**config.mk**
```make
export PLATFORM = sky130hd
export DESIGN_NAME = decode_queue
export DESIGN_NICKNAME = d
export VERILOG_FILES = /design/src/rtl/decode_queue_pkg.sv /design/src/rtl/decode_queue_lane.sv /design/src/rtl/decode_queue.sv
export SDC_FILE = /design/constraint.sdc
export NUM_CORES = 1
export LEC_CHECK = 0
export CORE_MARGIN = 2
export CORE_UTILIZATION = 58
export CTS_BUF_LIST = sky130_fd_sc_hd__clkbuf_4 sky130_fd_sc_hd__clkbuf_8
export DETAILED_ROUTE_END_ITERATION = 16
export PLACE_DENSITY = 0.91
export RECOVER_POWER = 50
export SLEW_MARGIN = 0
export SYNTH_ARGS = -nofsm -noshare
export SYNTH_HDL_FRONTEND = slang
export SYNTH_SLANG_ARGS = --single-unit
export TNS_END_PERCENT = 100
```
**constraint.sdc**
```tcl
create_clock -name clk -period 19.77 [get_ports clk]
set_input_delay 3.954 -clock clk [delete_from_list [all_inputs] [get_ports clk]]
set_output_delay 3.954 -clock clk [all_outputs]
set_load 0.1 [all_outputs]
```
**src/rtl/decode_queue_pkg.sv**
```systemverilog
// Shared RV32I decode types: opcode/funct7 constants, ALU selects,
// fetch->decode and decode->dispatch stage bundles, funct3 helpers.
package decode_queue_pkg;

   localparam logic [6:0] OP_LUI   = 7'b0110111;
   localparam logic [6:0] OP_AUIPC = 7'b0010111;
   localparam logic [6:0] OP_JAL   = 7'b1101111;
   localparam logic [6:0] OP_JALR  = 7'b1100111;
   localparam logic [6:0] OP_BR    = 7'b1100011;
   localparam logic [6:0] OP_LOAD  = 7'b0000011;
   localparam logic [6:0] OP_STORE = 7'b0100011;
   localparam logic [6:0] OP_IMM   = 7'b0010011;
   localparam logic [6:0] OP_REG   = 7'b0110011;

   localparam logic [6:0] F7_BASE   = 7'b0000000;
   localparam logic [6:0] F7_ALT    = 7'b0100000;
   localparam logic [6:0] F7_MULDIV = 7'b0000001;

   typedef enum logic [4:0] {
      alu_op_none,
      alu_add, alu_sub, alu_sll, alu_slt, alu_sltu,
      alu_xor, alu_srl, alu_sra, alu_or, alu_and,
      alu_mul, alu_mulh, alu_mulhsu, alu_mulhu,
      alu_div, alu_divu, alu_rem, alu_remu
   } alu_ops_t;

   typedef enum logic [1:0] {
      m1_rs1_out, m1_pc_out, m1_no_out
   } alu_m1_sel_t;

   typedef enum logic {
      m2_rs2_out, m2_imm_out
   } alu_m2_sel_t;

   typedef struct packed {
      logic [31:0] inst;
      logic [31:0] pc;
      logic [63:0] order;
      logic        valid;
   } if_id_stage_reg_t;

   typedef struct packed {
      logic [31:0] inst;
      logic [31:0] pc;
      logic [63:0] order;
      logic [4:0]  rs1_addr;
      logic [4:0]  rs2_addr;
      logic [4:0]  rd_addr;
      logic [31:0] imm;
      alu_ops_t    aluop;
      alu_m1_sel_t alu_m1_sel;
      alu_m2_sel_t alu_m2_sel;
      logic        regf_we;
      logic        is_branch;
      logic        is_jump;
      logic        mem_re;
      logic        mem_we;
      logic        illegal;
      logic        is_muldiv;
   } id_dis_stage_reg_t;

   // alt picks sub over add (funct3 000) and sra over srl (funct3 101)
   function automatic alu_ops_t base_alu(input logic [2:0] f3,
                                         input logic       alt);
      alu_ops_t op;
      case (f3)
         3'b000:  op = alt ? alu_sub : alu_add;
         3'b001:  op = alu_sll;
         3'b010:  op = alu_slt;
         3'b011:  op = alu_sltu;
         3'b100:  op = alu_xor;
         3'b101:  op = alt ? alu_sra : alu_srl;
         3'b110:  op = alu_or;
         default: op = alu_and;
      endcase
      return op;
   endfunction

   function automatic alu_ops_t muldiv_alu(input logic [2:0] f3);
      alu_ops_t op;
      case (f3)
         3'b000:  op = alu_mul;
         3'b001:  op = alu_mulh;
         3'b010:  op = alu_mulhsu;
         3'b011:  op = alu_mulhu;
         3'b100:  op = alu_div;
         3'b101:  op = alu_divu;
         3'b110:  op = alu_rem;
         default: op = alu_remu;
      endcase
      return op;
   endfunction

endpackage

```
**src/rtl/decode_queue_lane.sv**
```systemverilog
// decode_lane: combinational RV32I decoder, one fetched instruction in,
// one dispatch bundle out. inst_i: fetch bundle; dec_o: decoded bundle.
// DECODE_MULDIV_EN: decode funct7=0000001 on OP as RV32M.
module decode_lane
   import decode_queue_pkg::*;
(
   input  if_id_stage_reg_t  inst_i,
   output id_dis_stage_reg_t dec_o
);

   logic [31:0] ir;
   logic [6:0]  opc;
   logic [6:0]  f7;
   logic [2:0]  f3;
   logic [31:0] imm_i, imm_s, imm_b, imm_u, imm_j;
   logic        bad;
   logic        unused_valid;

   assign ir  = inst_i.inst;
   assign opc = ir[6:0];
   assign f3  = ir[14:12];
   assign f7  = ir[31:25];

   assign imm_i = {{21{ir[31]}}, ir[30:20]};
   assign imm_s = {{21{ir[31]}}, ir[30:25], ir[11:7]};
   assign imm_b = {{20{ir[31]}}, ir[7], ir[30:25], ir[11:8], 1'b0};
   assign imm_u = {ir[31:12], 12'd0};
   assign imm_j = {{12{ir[31]}}, ir[19:12], ir[20], ir[30:21], 1'b0};

   // queue only holds valid entries; the flag carries no decode info
   assign unused_valid = inst_i.valid;

   always_comb begin
      dec_o            = '0;
      bad              = 1'b0;
      dec_o.inst       = ir;
      dec_o.pc         = inst_i.pc;
      dec_o.order      = inst_i.order;
      dec_o.rs1_addr   = ir[19:15];
      dec_o.rs2_addr   = ir[24:20];
      dec_o.rd_addr    = ir[11:7];
      dec_o.aluop      = alu_op_none;
      dec_o.alu_m1_sel = m1_rs1_out;
      dec_o.alu_m2_sel = m2_rs2_out;
      unique case (1'b1)
         (opc == OP_LUI): begin
            dec_o.imm        = imm_u;
            dec_o.alu_m1_sel = m1_no_out;
            dec_o.alu_m2_sel = m2_imm_out;
            dec_o.aluop      = alu_add;
            dec_o.regf_we    = 1'b1;
         end
         (opc == OP_AUIPC): begin
            dec_o.imm        = imm_u;
            dec_o.alu_m1_sel = m1_pc_out;
            dec_o.alu_m2_sel = m2_imm_out;
            dec_o.aluop      = alu_add;
            dec_o.regf_we    = 1'b1;
         end
         (opc == OP_IMM): begin
            dec_o.imm        = imm_i;
            dec_o.alu_m2_sel = m2_imm_out;
            // funct7[5] only matters for right shifts; addi has no sub
            dec_o.aluop      = base_alu(f3, (f3 == 3'b101) & ir[30]);
            dec_o.regf_we    = 1'b1;
         end
         (opc == OP_REG): begin
            dec_o.regf_we = 1'b1;
            if (f7 == F7_BASE) begin
               dec_o.aluop = base_alu(f3, 1'b0);
            end else if (f7 == F7_ALT &&
                         (f3 == 3'b000 || f3 == 3'b101)) begin
               dec_o.aluop = base_alu(f3, 1'b1);
`ifdef DECODE_MULDIV_EN
            end else if (f7 == F7_MULDIV) begin
               dec_o.aluop     = muldiv_alu(f3);
               dec_o.is_muldiv = 1'b1;
`endif
            end else begin
               bad = 1'b1;
            end
         end
         (opc == OP_JAL): begin
            dec_o.imm     = imm_j;
            dec_o.is_jump = 1'b1;
            dec_o.regf_we = 1'b1;
         end
         (opc == OP_JALR): begin
            dec_o.imm     = imm_i;
            dec_o.is_jump = 1'b1;
            dec_o.regf_we = 1'b1;
         end
         (opc == OP_BR): begin
            dec_o.imm       = imm_b;
            dec_o.is_branch = 1'b1;
            dec_o.rd_addr   = 5'd0;
         end
         (opc == OP_LOAD): begin
            dec_o.imm        = imm_i;
            dec_o.alu_m2_sel = m2_imm_out;
            dec_o.aluop      = alu_add;
            dec_o.mem_re     = 1'b1;
            dec_o.regf_we    = 1'b1;
         end
         (opc == OP_STORE): begin
            dec_o.imm        = imm_s;
            dec_o.alu_m2_sel = m2_imm_out;
            dec_o.aluop      = alu_add;
            dec_o.mem_we     = 1'b1;
            dec_o.rd_addr    = 5'd0;
         end
         default: bad = 1'b1;
      endcase
      if (bad) begin
         dec_o.illegal   = 1'b1;
         dec_o.regf_we   = 1'b0;
         dec_o.mem_re    = 1'b0;
         dec_o.mem_we    = 1'b0;
         dec_o.is_branch = 1'b0;
         dec_o.is_jump   = 1'b0;
         dec_o.is_muldiv = 1'b0;
         dec_o.aluop     = alu_op_none;
      end
      if (dec_o.rd_addr == 5'd0) dec_o.regf_we = 1'b0;
   end

endmodule

```
**src/rtl/decode_queue.sv**
```systemverilog
// decode_queue: DEPTH-entry circular buffer between fetch and dispatch,
// presenting up to DECODE_WIDTH decoded instructions per cycle in order.
// Ports: clk, rst (async high), flush, enq_valid/enq_data/enq_ready
// (fetch side), out_valid/out_data/dis_accept (dispatch side), occupancy.
// DECODE_MULDIV_EN: enables RV32M decode in every lane.
module decode_queue
   import decode_queue_pkg::*;
#(
   parameter int unsigned DEPTH        = 8,
   parameter int unsigned DECODE_WIDTH = 2
) (
   input  logic                                    clk,
   input  logic                                    rst,
   input  logic                                    flush,
   input  logic                                    enq_valid,
   input  if_id_stage_reg_t                        enq_data,
   output logic                                    enq_ready,
   output logic [DECODE_WIDTH-1:0]                 out_valid,
   output id_dis_stage_reg_t [DECODE_WIDTH-1:0]    out_data,
   input  logic [$clog2(DECODE_WIDTH+1)-1:0]       dis_accept,
   output logic [$clog2(DEPTH+1)-1:0]              occupancy
);

   localparam int unsigned PW = $clog2(DEPTH);
   localparam int unsigned CW = $clog2(DEPTH+1);

   logic [PW-1:0]    head_q, head_d;
   logic [PW-1:0]    tail_q, tail_d;
   logic [CW-1:0]    count_q, count_d;
   logic [CW-1:0]    acc_w, deq_n;
   logic             enq_fire;
   if_id_stage_reg_t mem_q [DEPTH];

   // full is judged on registered count only: no credit from dequeue
   assign enq_ready = (count_q != CW'(DEPTH));
   assign enq_fire  = enq_valid & enq_ready & enq_data.valid;
   assign acc_w     = CW'(dis_accept);
   assign deq_n     = (acc_w > count_q) ? count_q : acc_w;
   assign occupancy = count_q;

   always_comb begin
      head_d  = head_q;
      tail_d  = tail_q;
      count_d = count_q;
      if (flush) begin
         head_d  = '0;
         tail_d  = '0;
         count_d = '0;
      end else begin
         // DEPTH is a power of two, so truncation is the modulo wrap
         head_d  = head_q + deq_n[PW-1:0];
         tail_d  = tail_q + PW'(enq_fire);
         count_d = count_q + CW'(enq_fire) - deq_n;
      end
   end

   always_ff @(posedge clk or posedge rst) begin
      if (rst) begin
         head_q  <= '0;
         tail_q  <= '0;
         count_q <= '0;
      end else begin
         head_q  <= head_d;
         tail_q  <= tail_d;
         count_q <= count_d;
      end
   end

   always_ff @(posedge clk) begin
      if (enq_fire && !flush) mem_q[tail_q] <= enq_data;
   end

   for (genvar i = 0; i < int'(DECODE_WIDTH); i++) begin : g_lane
      logic [PW-1:0] idx;
      assign idx          = head_q + PW'(i);
      assign out_valid[i] = (CW'(i) < count_q);
      decode_lane u_lane (
         .inst_i (mem_q[idx]),
         .dec_o  (out_data[i])
      );
   end

endmodule

```
==> results_dict.tcl <==
set metrics [dict create \
    ys_warn_count 0 \
    min_period_over_period_pct 61.4 \
    end_kind "output port" \
    die_area_mm2 0.0861 \
    r2r-start "occupancy[2]" \
    drc 0 \
    drt-pass1-iter-count 5 \
    start_util_pct 58.4 \
    report.final.slew_viol_count 225 \
    num_rows 106 \
    cp-start-kind "flip-flop" \
    grt_pass1_wl_um 192000 \
    core_area_mm2 0.0833 \
    max_freq_ghz 0.0823 \
    synthSimpleGateAreaFrac_pct 4.11 \
    async_reset_ff_share_pct 0.967 \
    cpPeakStageDelay_ps 1030 \
    ctsResizeCount 0 \
    clock_path_buffers 3 \
    final_common_cell "edfxtp_1" \
    ant_nets 0 \
    synth_ff_type "edfxtp_1" \
    timing.reg2reg.setup_slack_ps 14330 \
    synthCells 2592 \
    numCtsBuffers 161 \
    path_class "reg -> out" \
    cts_tree "built" \
    worstPathArrival_ps 8190 \
    vias 28736 \
    synth_top_family_by_area "multiplexers" \
    synth_mux_area_share_pct 27.4 \
    via_per_inst 6.62 \
    post_cts_buffers 0 \
    crit_buf_inv 6 \
    hold_viol 0 \
    drv_cap 6 \
    io_pins 522 \
    cp_max_fo 68 \
    worst-r2r-cell-count 8 \
    grt-ovfl-total 0 \
    drtIter0Drc 2974 \
    root_buffer "clkbuf_8" \
    seq_area_frac_synth_pct 63.8 \
    synth_area_mm2 0.0486 \
    crit_path_end "out_data[299]" \
    nets 3279 \
    worst_pin_slew_ps 4010 \
    numPortBuffers 517 \
    die_w_um 293 \
    layout_common_cells "edfxtp_1 (1024), mux4_2 (503), clkdlybuf4s50_1 (386)" \
    violations "capacitance limit, slew limit" \
    post_drt_wl_per_cell_um 30.0 \
    clkSlewWorstSetupHoldPaths_ps 70 \
    grt_setup_unrepaired "no" \
    regToRegEndpoint "mem_q[7][35]" \
    grt_max_degree 159 \
    avgSynthCellArea_um2 18.8 \
    crit_start "head_q[0]" \
    drive_gt1_share_pct 28.7 \
    synthToLayoutAreaGrowth_pct 18.6 \
    antenna_found_initial 33 \
    clock_sinks 1034 \
    ys_seq_elements 1034 \
    cts-hold-fix-buffers 0 \
    gp_congestion 0.915 \
    path_delay_family "buffers and inverters" \
    synthDistinctLibCells 61 \
    finalSetupViolCount 0 \
    period_minus_slack_ps 12140 \
    grt.total_usage_pct 30.5 \
    synth_xor_xnor_area_share_pct 0.214 \
    yosys.area_share.adder_pct 0.597 \
    synth_edf_count 1024 \
    fin_skew_ps 46.0 \
    fp.dieH_um 293 \
    dp_hpwl_um 79200 \
    grt_pass1_vias 30161 \
    htree_num_levels 4 \
    finalSetupTns_ps 0 \
    drt_wl_total_um 130000 \
    synth_compound_area_share_pct 1.33 \
    cp.depth 9 \
    cp.required_ps 15820 \
    clk_latency_ps 860 \
    status "complete, but fails checks" \
    relSlewSlack_pct -167 \
    cp_common_cell "buf_4" \
    cpMaxStageDelayCell "clkdlybuf4s50_1" \
    crit_path_cell_trace "buf_4, buf_4, buf_4, buf_4, buf_4, mux4_2, nand2_1, nand2_1, clkdlybuf4s50_1" \
    hold_class "reg -> reg" \
]
[cell usage after synthesis (4+ instances only)]
cell type | n | share of area, %
a21o_1 | 5 | 0.077
a21oi_1 | 14 | 0.14
and2_1 | 9 | 0.12
and3_1 | 4 | 0.051
buf_1 | 12 | 0.093
buf_2 | 99 | 1.0
buf_4 | 38 | 0.59
clkbuf_1 | 42 | 0.32
dfrtp_1 | 10 | 0.51
edfxtp_1 | 1024 | 63
ha_1 | 20 | 0.51
inv_1 | 63 | 0.49
mux2_2 | 120 | 2.8
mux2i_1 | 60 | 1.2
mux4_2 | 503 | 23
nand2_1 | 335 | 2.6
nand2b_1 | 7 | 0.090
nand3_1 | 14 | 0.14
nand4_1 | 7 | 0.090
nor2_1 | 52 | 0.40
nor2b_1 | 7 | 0.090
nor3_1 | 12 | 0.12
nor4_1 | 7 | 0.090
o21ai_0 | 46 | 0.47
o22ai_1 | 12 | 0.15
or3_1 | 5 | 0.064
xnor2_1 | 8 | 0.14
[layer usage]
layer	GRT usage [%]	wire, µm
met1	37.2	44100
met2	51.3	67000
met3	8.49	13700
met4	13.4	5090
met5	0	172
[metrics by stage]
stage          instances  instance area, µm²  setup WS (ps)  utilization (%)  hold WS, ps
6_report            4342               57700           7630             69.2          707
3_3_place_gp        4039               54600           8780             65.5          667
3_5_place_dp        4039               54600           8480             65.5          696
2_1_floorplan       2595               48600           2560                -          608
4_1_cts             4318               57700           7500             69.2          717
5_1_grt             4329               57600           7010             69.2          756
[worst min-delay path by stage]
| stage | startpoint | endpoint | slack [ps] | cells after the start |
|---|---|---|---|---|
| after global placement | tail_q[0] | tail_q[0] | 670 | 2 |
| after floorplan | head_q[0] | head_q[0] | 610 | 2 |
| after global routing | tail_q[2] | tail_q[2] | 760 | 2 |
| final | tail_q[0] | tail_q[0] | 710 | 2 |
| after CTS | tail_q[0] | tail_q[0] | 720 | 2 |
| after detailed placement | tail_q[0] | tail_q[0] | 700 | 2 |
[cells by family (layout without fill, tap and decap cells)]
| logic type | after synthesis | in the layout |
|---|---|---|
| flops | 1034 | 1034 |
| mux | 685 | 685 |
| simple gates | 474 | 474 |
| buf+inv | 259 | 902 |
| compound gates | 106 | 106 |
| fa+ha+maj | 22 | 22 |
| xor+xnor | 11 | 11 |
| other cells | 1 | 28 |
[state kept, by name, indices dropped and copies added (netlist names)]
register / count
occupancy: 4
tail_q: 3
mem_q: 1024
head_q: 3
[cell type report]
type	count	area (µm²)
multi-input combinational	1302	16400
inverter	65	244
tap	1080	1350
timing repair buffer	558	5520
antenna	24	60.1
clock inverter	60	410
sequential	1034	31000
fill	4918	25600
clock buffer	219	2670
[worst register-to-register path, stage by stage (launching register included)]
cell and delay [ps]:
dfrtp_1 380, inv_1 90, ha_1 190, nand2_1 90, nand3_1 220, nor2_1 150
nand2_1 150, nor2_1 2580, buf_4 1120
Power is left out: the tool's default activity adds up to more than one toggle a clock period on the data nets, which glitch-free logic cannot reach.
